### src/rtl/inst_encoder_pkg.sv
// Shared miniRV encoder definitions: symbolic op codes, RV32I opcode/funct
// constants and per-format instruction packing helpers.
package inst_encoder_pkg;

    typedef enum logic [4:0] {
        OP_ADD  = 5'd0,  OP_SUB  = 5'd1,  OP_AND  = 5'd2,  OP_OR   = 5'd3,
        OP_XOR  = 5'd4,  OP_SLL  = 5'd5,  OP_SRL  = 5'd6,  OP_SRA  = 5'd7,
        OP_ADDI = 5'd8,  OP_ANDI = 5'd9,  OP_ORI  = 5'd10, OP_XORI = 5'd11,
        OP_SLLI = 5'd12, OP_SRLI = 5'd13, OP_SRAI = 5'd14, OP_LW   = 5'd15,
        OP_SW   = 5'd16, OP_BEQ  = 5'd17, OP_BNE  = 5'd18, OP_BLT  = 5'd19,
        OP_BGE  = 5'd20, OP_LUI  = 5'd21, OP_JAL  = 5'd22, OP_JALR = 5'd23
    } op_e;

    localparam logic [6:0] OPC_R    = 7'b0110011;
    localparam logic [6:0] OPC_I    = 7'b0010011;
    localparam logic [6:0] OPC_LW   = 7'b0000011;
    localparam logic [6:0] OPC_S    = 7'b0100011;
    localparam logic [6:0] OPC_B    = 7'b1100011;
    localparam logic [6:0] OPC_LUI  = 7'b0110111;
    localparam logic [6:0] OPC_JAL  = 7'b1101111;
    localparam logic [6:0] OPC_JALR = 7'b1100111;

    localparam logic [2:0] F3_ADD  = 3'b000;
    localparam logic [2:0] F3_SLL  = 3'b001;
    localparam logic [2:0] F3_XOR  = 3'b100;
    localparam logic [2:0] F3_SR   = 3'b101;
    localparam logic [2:0] F3_OR   = 3'b110;
    localparam logic [2:0] F3_AND  = 3'b111;
    localparam logic [2:0] F3_W    = 3'b010;
    localparam logic [2:0] F3_BEQ  = 3'b000;
    localparam logic [2:0] F3_BNE  = 3'b001;
    localparam logic [2:0] F3_BLT  = 3'b100;
    localparam logic [2:0] F3_BGE  = 3'b101;
    localparam logic [2:0] F3_JALR = 3'b000;

    localparam logic [6:0] F7_BASE = 7'h00;
    localparam logic [6:0] F7_ALT  = 7'h20;

    function automatic logic [31:0] enc_r(input logic [6:0] f7, input logic [4:0] rs2,
                                          input logic [4:0] rs1, input logic [2:0] f3,
                                          input logic [4:0] rd);
        return {f7, rs2, rs1, f3, rd, OPC_R};
    endfunction

    // Shift-immediates reuse this by passing {funct7, shamt} as imm12.
    function automatic logic [31:0] enc_i(input logic [11:0] imm12, input logic [4:0] rs1,
                                          input logic [2:0] f3, input logic [4:0] rd,
                                          input logic [6:0] opc);
        return {imm12, rs1, f3, rd, opc};
    endfunction

    function automatic logic [31:0] enc_s(input logic [11:0] imm12, input logic [4:0] rs2,
                                          input logic [4:0] rs1, input logic [2:0] f3);
        return {imm12[11:5], rs2, rs1, f3, imm12[4:0], OPC_S};
    endfunction

    // off holds byte-offset bits [12:1]; bit 0 of the offset is never encoded.
    function automatic logic [31:0] enc_b(input logic [11:0] off, input logic [4:0] rs2,
                                          input logic [4:0] rs1, input logic [2:0] f3);
        return {off[11], off[9:4], rs2, rs1, f3, off[3:0], off[10], OPC_B};
    endfunction

    function automatic logic [31:0] enc_u(input logic [19:0] imm20, input logic [4:0] rd);
        return {imm20, rd, OPC_LUI};
    endfunction

    // off holds byte-offset bits [20:1].
    function automatic logic [31:0] enc_j(input logic [19:0] off, input logic [4:0] rd);
        return {off[19], off[9:0], off[10], off[18:11], rd, OPC_JAL};
    endfunction

endpackage

### src/rtl/inst_encoder_if.sv
// Request and IROM write-port bundle between a program builder and the encoder.
interface inst_encoder_if #(
    parameter int ADDR_W = 14
) ();
    logic              in_valid;
    logic              in_ready;
    logic [4:0]        in_op;
    logic [4:0]        in_rd;
    logic [4:0]        in_rs1;
    logic [4:0]        in_rs2;
    logic [31:0]       in_imm;
    logic              wr_en;
    logic [ADDR_W-1:0] wr_addr;
    logic [31:0]       wr_data;
    logic              mem_ready;

    modport master (
        output in_valid, in_op, in_rd, in_rs1, in_rs2, in_imm, mem_ready,
        input  in_ready, wr_en, wr_addr, wr_data
    );

    modport slave (
        input  in_valid, in_op, in_rd, in_rs1, in_rs2, in_imm, mem_ready,
        output in_ready, wr_en, wr_addr, wr_data
    );
endinterface

### src/rtl/inst_encoder_sync_fifo.sv
// Single-clock FIFO with occupancy count; head reads as zero while empty.
module sync_fifo #(
    parameter int DEPTH = 4,
    parameter int WIDTH = 32
) (
    input  logic                   clk,
    input  logic                   rst_n,
    input  logic                   i_push,
    input  logic [WIDTH-1:0]       i_din,
    input  logic                   i_pop,
    output logic [WIDTH-1:0]       o_dout,
    output logic                   o_full,
    output logic                   o_empty,
    output logic [$clog2(DEPTH):0] o_count
);
    localparam int PW = $clog2(DEPTH);
    localparam int CW = PW + 1;

    logic [WIDTH-1:0] r_mem [DEPTH];
    logic [PW-1:0]    r_wr_ptr;
    logic [PW-1:0]    r_rd_ptr;
    logic [CW-1:0]    r_count;
    logic             w_push;
    logic             w_pop;

    assign o_full  = (r_count == CW'(DEPTH));
    assign o_empty = (r_count == '0);
    assign o_count = r_count;
    assign w_push  = i_push & ~o_full;
    assign w_pop   = i_pop & ~o_empty;
    assign o_dout  = o_empty ? '0 : r_mem[r_rd_ptr];

    always_ff @(posedge clk or negedge rst_n) begin
        if (!rst_n) begin
            r_wr_ptr <= '0;
            r_rd_ptr <= '0;
            r_count  <= '0;
        end else begin
            if (w_push) r_wr_ptr <= r_wr_ptr + PW'(1);
            if (w_pop)  r_rd_ptr <= r_rd_ptr + PW'(1);
            case ({w_push, w_pop})
                2'b10:   r_count <= r_count + CW'(1);
                2'b01:   r_count <= r_count - CW'(1);
                default: r_count <= r_count;
            endcase
        end
    end

    // Storage carries no reset: stale entries are unreachable once pointers clear.
    always_ff @(posedge clk) begin
        if (w_push) r_mem[r_wr_ptr] <= i_din;
    end

endmodule

### src/rtl/inst_encoder.sv
// Encodes symbolic miniRV requests into RV32I words, buffers them and streams
// them into IROM at consecutive word addresses starting from base_addr.
module inst_encoder
    import inst_encoder_pkg::*;
#(
    parameter int DEPTH  = 4,
    parameter int ADDR_W = 14
) (
    input  logic                   clk,
    input  logic                   rst_n,
    input  logic                   start,
    input  logic [ADDR_W-1:0]      base_addr,
    inst_encoder_if.slave          bus,
    output logic [$clog2(DEPTH):0] level,
    output logic                   err,
    output logic [7:0]             err_cnt,
    output logic                   wrapped
);
    logic [31:0]            w_word;
    logic                   w_legal;
    logic                   w_accept;
    logic                   w_push;
    logic                   w_pop;
    logic                   w_full;
    logic                   w_empty;
    logic [31:0]            w_head;
    logic [$clog2(DEPTH):0] w_count;
    logic                   w_start_ok;
    logic                   w_illegal;

    logic [ADDR_W-1:0]      r_addr;
    logic                   r_wrapped;
    logic                   r_err;
    logic [7:0]             r_err_cnt;

    function automatic logic [7:0] sat_inc(input logic [7:0] v);
        return (v == 8'hFF) ? v : v + 8'd1;
    endfunction

    always_comb begin
        w_word  = '0;
        w_legal = 1'b1;
        case (bus.in_op)
            OP_ADD:  w_word = enc_r(F7_BASE, bus.in_rs2, bus.in_rs1, F3_ADD, bus.in_rd);
            OP_SUB:  w_word = enc_r(F7_ALT,  bus.in_rs2, bus.in_rs1, F3_ADD, bus.in_rd);
            OP_AND:  w_word = enc_r(F7_BASE, bus.in_rs2, bus.in_rs1, F3_AND, bus.in_rd);
            OP_OR:   w_word = enc_r(F7_BASE, bus.in_rs2, bus.in_rs1, F3_OR,  bus.in_rd);
            OP_XOR:  w_word = enc_r(F7_BASE, bus.in_rs2, bus.in_rs1, F3_XOR, bus.in_rd);
            OP_SLL:  w_word = enc_r(F7_BASE, bus.in_rs2, bus.in_rs1, F3_SLL, bus.in_rd);
            OP_SRL:  w_word = enc_r(F7_BASE, bus.in_rs2, bus.in_rs1, F3_SR,  bus.in_rd);
            OP_SRA:  w_word = enc_r(F7_ALT,  bus.in_rs2, bus.in_rs1, F3_SR,  bus.in_rd);
            OP_ADDI: w_word = enc_i(bus.in_imm[11:0], bus.in_rs1, F3_ADD, bus.in_rd, OPC_I);
            OP_ANDI: w_word = enc_i(bus.in_imm[11:0], bus.in_rs1, F3_AND, bus.in_rd, OPC_I);
            OP_ORI:  w_word = enc_i(bus.in_imm[11:0], bus.in_rs1, F3_OR,  bus.in_rd, OPC_I);
            OP_XORI: w_word = enc_i(bus.in_imm[11:0], bus.in_rs1, F3_XOR, bus.in_rd, OPC_I);
            OP_SLLI: w_word = enc_i({F7_BASE, bus.in_imm[4:0]}, bus.in_rs1, F3_SLL, bus.in_rd, OPC_I);
            OP_SRLI: w_word = enc_i({F7_BASE, bus.in_imm[4:0]}, bus.in_rs1, F3_SR,  bus.in_rd, OPC_I);
            OP_SRAI: w_word = enc_i({F7_ALT,  bus.in_imm[4:0]}, bus.in_rs1, F3_SR,  bus.in_rd, OPC_I);
            OP_LW:   w_word = enc_i(bus.in_imm[11:0], bus.in_rs1, F3_W, bus.in_rd, OPC_LW);
            OP_SW:   w_word = enc_s(bus.in_imm[11:0], bus.in_rs2, bus.in_rs1, F3_W);
            OP_BEQ:  w_word = enc_b(bus.in_imm[12:1], bus.in_rs2, bus.in_rs1, F3_BEQ);
            OP_BNE:  w_word = enc_b(bus.in_imm[12:1], bus.in_rs2, bus.in_rs1, F3_BNE);
            OP_BLT:  w_word = enc_b(bus.in_imm[12:1], bus.in_rs2, bus.in_rs1, F3_BLT);
            OP_BGE:  w_word = enc_b(bus.in_imm[12:1], bus.in_rs2, bus.in_rs1, F3_BGE);
            OP_LUI:  w_word = enc_u(bus.in_imm[31:12], bus.in_rd);
            OP_JAL:  w_word = enc_j(bus.in_imm[20:1], bus.in_rd);
            OP_JALR: w_word = enc_i(bus.in_imm[11:0], bus.in_rs1, F3_JALR, bus.in_rd, OPC_JALR);
            default: w_legal = 1'b0;
        endcase
    end

    // Illegal ops are still handshaken so a bad request never stalls the stream.
    assign w_accept   = bus.in_valid & bus.in_ready;
    assign w_push     = w_accept & w_legal;
    assign w_illegal  = w_accept & ~w_legal;
    assign w_pop      = bus.wr_en & bus.mem_ready;
    assign w_start_ok = start & (w_count == '0);

    sync_fifo #(
        .DEPTH (DEPTH),
        .WIDTH (32)
    ) u_fifo (
        .clk     (clk),
        .rst_n   (rst_n),
        .i_push  (w_push),
        .i_din   (w_word),
        .i_pop   (w_pop),
        .o_dout  (w_head),
        .o_full  (w_full),
        .o_empty (w_empty),
        .o_count (w_count)
    );

    assign bus.in_ready = ~w_full;
    assign bus.wr_en    = ~w_empty;
    assign bus.wr_data  = w_head;
    assign bus.wr_addr  = r_addr;
    assign level        = w_count;
    assign err          = r_err;
    assign err_cnt      = r_err_cnt;
    assign wrapped      = r_wrapped;

    // A honoured start implies an empty FIFO, so it never races a pop.
    always_ff @(posedge clk or negedge rst_n) begin
        if (!rst_n) begin
            r_addr    <= '0;
            r_wrapped <= 1'b0;
        end else if (w_start_ok) begin
            r_addr    <= base_addr;
            r_wrapped <= 1'b0;
        end else if (w_pop) begin
            r_addr <= r_addr + ADDR_W'(1);
            if (r_addr == '1) r_wrapped <= 1'b1;
        end
    end

    always_ff @(posedge clk or negedge rst_n) begin
        if (!rst_n) begin
            r_err     <= 1'b0;
            r_err_cnt <= '0;
        end else begin
            r_err <= w_illegal;
            if (w_start_ok)
                r_err_cnt <= w_illegal ? 8'd1 : 8'd0;
            else if (w_illegal)
                r_err_cnt <= sat_inc(r_err_cnt);
        end
    end

endmodule

### src/flat_wrapper.sv
// flat-port wrapper written by rule: the top's interface ports become plain ports
module inst_encoder_flat import inst_encoder_pkg::*;
#(
    parameter int DEPTH  = 4,
    parameter int ADDR_W = 14
)
  (clk, rst_n, start, base_addr, level, err, err_cnt, wrapped, bus_in_valid, bus_in_op, bus_in_rd, bus_in_rs1, bus_in_rs2, bus_in_imm, bus_mem_ready, bus_in_ready, bus_wr_en, bus_wr_addr, bus_wr_data);
  inst_encoder_if #(.ADDR_W(ADDR_W)) bus_i ();
  input  logic clk;
  input  logic rst_n;
  input  logic start;
  input  logic [ADDR_W-1:0] base_addr;
  output logic [$clog2(DEPTH):0] level;
  output logic err;
  output logic [7:0] err_cnt;
  output logic wrapped;
  input wire logic [$bits(bus_i.in_valid)-1:0] bus_in_valid;
  input wire logic [$bits(bus_i.in_op)-1:0] bus_in_op;
  input wire logic [$bits(bus_i.in_rd)-1:0] bus_in_rd;
  input wire logic [$bits(bus_i.in_rs1)-1:0] bus_in_rs1;
  input wire logic [$bits(bus_i.in_rs2)-1:0] bus_in_rs2;
  input wire logic [$bits(bus_i.in_imm)-1:0] bus_in_imm;
  input wire logic [$bits(bus_i.mem_ready)-1:0] bus_mem_ready;
  output wire logic [$bits(bus_i.in_ready)-1:0] bus_in_ready;
  output wire logic [$bits(bus_i.wr_en)-1:0] bus_wr_en;
  output wire logic [$bits(bus_i.wr_addr)-1:0] bus_wr_addr;
  output wire logic [$bits(bus_i.wr_data)-1:0] bus_wr_data;
  assign bus_i.in_valid = bus_in_valid;
  assign bus_i.in_op = bus_in_op;
  assign bus_i.in_rd = bus_in_rd;
  assign bus_i.in_rs1 = bus_in_rs1;
  assign bus_i.in_rs2 = bus_in_rs2;
  assign bus_i.in_imm = bus_in_imm;
  assign bus_i.mem_ready = bus_mem_ready;
  assign bus_in_ready = bus_i.in_ready;
  assign bus_wr_en = bus_i.wr_en;
  assign bus_wr_addr = bus_i.wr_addr;
  assign bus_wr_data = bus_i.wr_data;
  inst_encoder #(.DEPTH(DEPTH), .ADDR_W(ADDR_W)) u_core (.clk(clk), .rst_n(rst_n), .start(start), .base_addr(base_addr), .bus(bus_i), .level(level), .err(err), .err_cnt(err_cnt), .wrapped(wrapped));
endmodule
### config.mk
export PLATFORM = sky130hd
export DESIGN_NAME = inst_encoder_flat
export DESIGN_NICKNAME = d
export VERILOG_FILES = /design/src/rtl/inst_encoder_pkg.sv /design/src/rtl/inst_encoder_if.sv /design/src/rtl/inst_encoder_sync_fifo.sv /design/src/rtl/inst_encoder.sv /design/src/flat_wrapper.sv
export SDC_FILE = /design/constraint.sdc
export NUM_CORES = 1
export LEC_CHECK = 0
export ABC_AREA = 0
export ABC_CLOCK_PERIOD_IN_PS = 3000
export CELL_PAD_IN_SITES_DETAIL_PLACEMENT = 1
export CELL_PAD_IN_SITES_GLOBAL_PLACEMENT = 1
export CORE_MARGIN = 2
export CORE_UTILIZATION = 43
export DETAILED_ROUTE_END_ITERATION = 12
export PLACE_DENSITY = 0.83
export SYNTH_ARGS = -nofsm -noshare
export SYNTH_HDL_FRONTEND = slang
export SYNTH_SLANG_ARGS = --single-unit
### constraint.sdc
create_clock -name clk -period 3 [get_ports clk]
set_input_delay 0.6 -clock clk [delete_from_list [all_inputs] [get_ports clk]]
set_output_delay 0.6 -clock clk [all_outputs]
set_load 0.03 [all_outputs]
Word-level counts from Yosys, hierarchy flattened
Memory sizes are Yosys's and may differ from the RTL's.
Index checks and enable logic that the tools add are counted.
- bits in registers: 31
- bits in writable memories: 128
- input port bits: 71
- output and inout port bits: 61
- word-level logic and storage cells: 77
- memories: 1
- add/subtract/negate cells: 6
- equal/unequal tests: 29
- muxes and demuxes: 15
- bitwise operators: 10
- reductions and logical operators: 9
- memories (memory ; words ; bits a word ; read ports ; clocked after Yosys merged registers in ; write ports ; line ; source):
    u_core.u_fifo.r_mem ; 4 ; 32 ; 1 ; 0 ; 1 ; inst_encoder_sync_fifo.sv:19 ; logic [WIDTH-1:0] r_mem [DEPTH];
- operators by type and width (kind ; number):
    $pmux 32 s24 ; 1
    $eq 5x4->1 const B ; 8
    $eq 5x5->1 const B ; 8
    $mux 32 ; 1
    $mux 14 ; 2
    $mux 8 ; 3
    $reduce_or 24->1 ; 1
    $eq 5x3->1 const B ; 4
    $add 14x1->14 const B ; 1
    $eq 14x14->1 const B ; 1
    $eq 5x2->1 const B ; 2
    $add 8x1->8 const B ; 1
    $eq 8x8->1 const B ; 1
    $reduce_bool 2->1 ; 4
    $and 1x1->1 ; 7
    $mux 1 ; 7
    $pmux 3 s2 ; 1
    $eq 5x1->1 const B ; 1
    $logic_not 5->1 ; 1
    $add 2x1->2 const B ; 2
    $reduce_and 2->1 ; 2
    $add 3x1->3 const B ; 1
    $eq 3x3->1 const B ; 1
    $logic_not 3->1 ; 1
    other kinds (5) ; 7

Longest topological paths before layout
- word-level depth: 7
- depth in mapped cells: 11
- depth with buffers taken out: 9

Modules after synthesis
Synthesis repeated with hierarchy kept, for this count alone.
- cells, all modules: 497
- area total of the unflattened synthesis: 7377.1 um2
- by module, submodules not included (module ; times used ; cells an instance ; area an instance (um2) ; sequential area each (um2)):
    sync_fifo ; 1 ; 242 ; 5291.3 ; 4018.9
    inst_encoder ; 1 ; 255 ; 2085.8 ; 600.6

Worst setup path before layout
Ideal clock, no wire load.
- kind: register to register
- start: register u_core.u_fifo.r_count[2] (netlist: u_core.u_fifo.o_count[2])
- end: register u_core.u_fifo.r_count[2] (netlist: u_core.u_fifo.o_count[2])
- setup time: 0.149 ns
- arrival: 2.515 ns
- required time: 2.851 ns
- setup slack: 0.336 ns
- stages on the path, launching flop included: 11
- path buffers: 1
- period minus slack after synthesis: 2.664 ns
- cell sequence: dfrtp_1 > or3b_4 > and3_1 > buf_2 > inv_1 > ha_1 > inv_1 > fa_1 > xor2_1 > nor2_1 > xor2_1
- word-level cells in the longest chain between the ends: 7
- elaborated cells on any way between the ends: 15
- classes of those cells: add/sub: 2; eq/ne: 3; mux: 1; bitwise: 7; reduce/logical: 2
- RTL lines (item ; line ; source):
    start: declaration ; inst_encoder_sync_fifo.sv:22 ; logic [CW-1:0] r_count;
    start signal: assignment ; inst_encoder_sync_fifo.sv:42 ; 2'b10: r_count <= r_count + CW'(1);
    start signal: assignment ; inst_encoder_sync_fifo.sv:43 ; 2'b01: r_count <= r_count - CW'(1);
    start signal: assignment ; inst_encoder_sync_fifo.sv:44 ; default: r_count <= r_count;
    $eq 3x3->1 * ; inst_encoder_sync_fifo.sv:26 ; assign o_full = (r_count == CW'(DEPTH));
    $not 1->1 * ; inst_encoder.sv:94 ; assign bus.in_ready = ~w_full;
    net bus_in_ready ; flat_wrapper.sv:24 ; output wire logic [$bits(bus_i.in_ready)-1:0] bus_in_ready;
    $and 1x1->1 ; inst_encoder.sv:73 ; assign w_accept = bus.in_valid & bus.in_ready;
    $and 1x1->1 ; inst_encoder.sv:74 ; assign w_push = w_accept & w_legal;
    $and 1x1->1 * ; inst_encoder_sync_fifo.sv:29 ; assign w_push = i_push & ~o_full;
    $eq 2x1->1 / $eq 2x2->1 (equally long branches) ; inst_encoder_sync_fifo.sv:41 ; case ({w_push, w_pop})
    $pmux 3 s2 / $reduce_bool 2->1 (equally long branches) ; - ;
The timed path passes the listed nets; every way through them passes the cells marked *.
A chain may end at the register's enable or synchronous reset.

Worst setup path in the final report
- start: register u_core.u_fifo.r_count[2] (netlist: u_core.u_fifo.o_count[2])
- end: output bus_wr_en
- word-level cells in the longest chain between the ends: 2
- RTL lines (item ; line ; source):
    $logic_not 3->1 ; inst_encoder_sync_fifo.sv:27 ; assign o_empty = (r_count == '0);
    $not 1->1 ; inst_encoder.sv:95 ; assign bus.wr_en = ~w_empty;
    end: declaration ; flat_wrapper.sv:25 ; output wire logic [$bits(bus_i.wr_en)-1:0] bus_wr_en;
Every way passes these cells.

==> impl_results.md <==
* CTS resizes at 0
* Placed Cells at 867
* Number of distinct library cells after synthesis at 63
* Finish-stage setup viols at 0
* Leak at 3.544 nW
* CP Launch Type: register
* Global-route wire length before repair at 31.56 mm
* Total GRT Usage at 0.2334
* Final nets at 745
* Clock Latency Late Sink at 0.43 ns
* Post-synth ARST share at 0.2000
* Worst min path class: reg -> reg
* Hold buffer count at cts at 0
* Share of cells above drive strength 1 at 0.1915
* Top FF cell, synth: edfxtp_1
* Crit Path Max Fanout at 8
* CP arrival at ~2.2 ns
* Routed vias at 5184
* Vias in the first global route at 5505
* Initial Util at 0.4405
* Fin cells at 899
* Setup Skew at 0.008464 ns
* Initial DRC Count at roughly 350
* Worst slew margin at 0.5254
* Synth Instances at 521
* Fin crit share at 0.9274
* Placed inst area at 9110 um2
* Max-slew violation count at 0
* Total Neg Setup Slack at 0 ns
* Worst-path clk slew at 0.07 ns
* Clock sink count at roughly 160
* Commonest non-fill, non-tap cell in the layout: edfxtp_1
* Die height at 134.3 um
* P&R area growth vs syn at 32.32%
* Power Total at ~9.5 mW
* CTS tree: yes
* RSZ-0062 raised after global routing: false
* Pwr dens at between 900 and 1000 nW/um2
* Setup bufs post-CTS at 0
* Largest net degree at the start of global routing at 33
* Final global-route overflow total at 0
* # diodes at 0
* Final Cell Area at 9666 um2
* CTS max path bufs at 2
* Sequential fraction of the synthesis area at 0.6160
* Critical path class: reg -> out
* DR DRC count at 0
* Number of cell rows at 47
* Synthesized area per cell at about 14 um2
* Yosys warns at 0
* Commonest non-fill, non-tap cells in the layout: edfxtp_1, clkdlybuf4s50_1, nand2_1
* WL per Instance at 22.72 um
* Number of H-tree levels at 4
* Status: complete, no violations
* Die Span X at 134.3 um
* Core footprint at approximately 17000 um2
* Fill cells at 1626
* Initial antenna violation count at 0
* Number of synthesized flops with an enable pin at 124
* Final ANT Viol Nets at 0
* DIE AREA at between 15000 and 20000 um2
* Drt first pass iters at 5
* Util after Layout at 0.5828
* Fmax achieved at about 360 MHz
* Synthesized cell area at ~7300 um2
* Worst-Margin Slew at 0.7045 ns
* Hpwl dp at about 14 mm
* Max-Cap Viols at 0
* DR vias/cell at 5.766
* Crit. End Element: primary output
* Endpoints failing hold at 0
* Io pins at 132
* FF+latch count, synth at ~160
* Syn Nets at 600
* CTS root buffer: clkbuf_16
* Final wirelength at 20.42 mm
* Worst endpoint required time at between 2 and 2.5 ns
* Port Buffers at 131
* CTS Buf Count at 17
* Tmin final at approximately 2.8 ns
* Global placer's final weighted congestion at ~0.84
* VDD IR max at 563.7 uV
## kinds of logic (layout without fill, tap and decap cells)
kind of cell,after synthesis,count (layout),synth area share
flip-flops,155,155,0.6160
multiplexers,37,37,0.1038
buffers and inverters,47,205,0.02860
XOR/XNOR,9,9,0.01079
adder cells (fa/ha/maj),8,8,0.01473
AO/OA/AOI/OAI,104,104,0.1031
AND/OR/NAND/NOR,161,161,0.1230
## registers in the layout (all words and copies together), names as in the netlist
signal and cells:
u_core.bus.wr_addr 14, u_core.err 1, u_core.err_cnt 8, u_core.u_fifo.o_count 3, u_core.u_fifo.r_mem 124, u_core.u_fifo.r_rd_ptr 2, u_core.u_fifo.r_wr_ptr 2, u_core.wrapped 1
## metrics by stage
step                      setup slack (ns)  hold slack, ns
after floorplan                     0.3365          0.3044
after global placement              0.3143          0.4761
after detailed placement           0.08915          0.4973
after CTS                           0.1633          0.5119
after global routing               0.09993          0.5369
final                               0.2177          0.5083
## critical path, stage by stage, from the launching register on
cell and delay (ns):
dfrtp_1 0.53, nor3_1 0.41, inv_1 0.17, clkdlybuf4s50_1 0.64
## worst paths after layout
path	start	to	slack, ns	depth (start not counted)
max in group asynchronous	rst_n	u_core.u_fifo.r_rd_ptr[0]$_DFFE_PN0P_	2.09	2
setup / recovery	u_core.u_fifo.o_count[2]$_DFFE_PN0P_	bus_wr_en	0.22	3
hold reg to reg	u_core.wrapped$_DFFE_PN0P_	u_core.wrapped$_DFFE_PN0P_	0.51	2
setup reg to reg	u_core.u_fifo.o_count[2]$_DFFE_PN0P_	u_core.u_fifo.o_count[2]$_DFFE_PN0P_	0.28	9
hold / removal	u_core.wrapped$_DFFE_PN0P_	u_core.wrapped$_DFFE_PN0P_	0.51	2
min in group asynchronous	rst_n	u_core.err_cnt[6]$_DFFE_PN0P_	0.59	2
## layout make-up
class                           instances  area (um2)  area share
Tap cell                              220       275.3     0.02848
Sequential cell                       155        4501      0.4656
Clock buffer                           17       425.4     0.04401
Inverter                               19       71.32    0.007379
Timing Repair Buffer                  154        1667      0.1724
Clock inverter                         15       130.1     0.01346
Multi-Input combinational cell        319        2596      0.2686
## Yosys cell counts (2+ instances only)
cell / count / area share
nand4_1: 3 / 0.0026
ha_1: 7 / 0.012
a22o_1: 11 / 0.013
nor2_1: 17 / 0.0087
o31ai_1: 2 / 0.0021
dfrtp_1: 31 / 0.11
o21a_1: 3 / 0.0031
nor2b_1: 8 / 0.0069
a22oi_1: 12 / 0.012
clkbuf_1: 16 / 0.0082
edfxtp_1: 124 / 0.51
o211a_1: 2 / 0.0027
buf_6: 2 / 0.0031
a221o_1: 3 / 0.0041
nor4_1: 5 / 0.0043
mux4_2: 31 / 0.096
o211ai_1: 5 / 0.0051
a211o_1: 2 / 0.0024
nand2b_1: 6 / 0.0051
a211oi_1: 2 / 0.0021
a21oi_1: 16 / 0.011
nor3_1: 8 / 0.0055
nand3_1: 11 / 0.0075
nand3b_1: 2 / 0.0021
or3_1: 2 / 0.0017
nand2_1: 43 / 0.022
a311oi_1: 3 / 0.0036
and4_1: 3 / 0.0036
o311ai_0: 2 / 0.0024
inv_1: 18 / 0.0092
o21ai_0: 20 / 0.014
xnor2_1: 6 / 0.0072
a31oi_1: 5 / 0.0043
o22ai_1: 6 / 0.0051
mux2i_1: 6 / 0.0082
buf_4: 2 / 0.0021
and3_1: 6 / 0.0051
buf_2: 8 / 0.0055
and2_1: 35 / 0.030
xor2_1: 3 / 0.0036
or2_2: 2 / 0.0017
## metal layers
| layer | GRT usage | part of all wire | vias up |
|---|---|---|---|
| met5 | 0 | 0 | - |
| met4 | 0.05380 | 0.011 | 0 |
| met3 | 0.05291 | 0.058 | 22 |
| met2 | 0.4022 | 0.52 | 192 |
| met1 | 0.3024 | 0.42 | 2660 |
| li1 | - | - | 2310 |
## power by group
group / internal [mW] / leakage [nW] / switching, mW
sequential: 2.78 / 1.54 / 0.303
clock: 1.09 / 0.277 / 0.963
combinational: 2.05 / 1.73 / 2.36
total: 5.92 / 3.54 / 3.63
(Power assumes the default switching activity.)
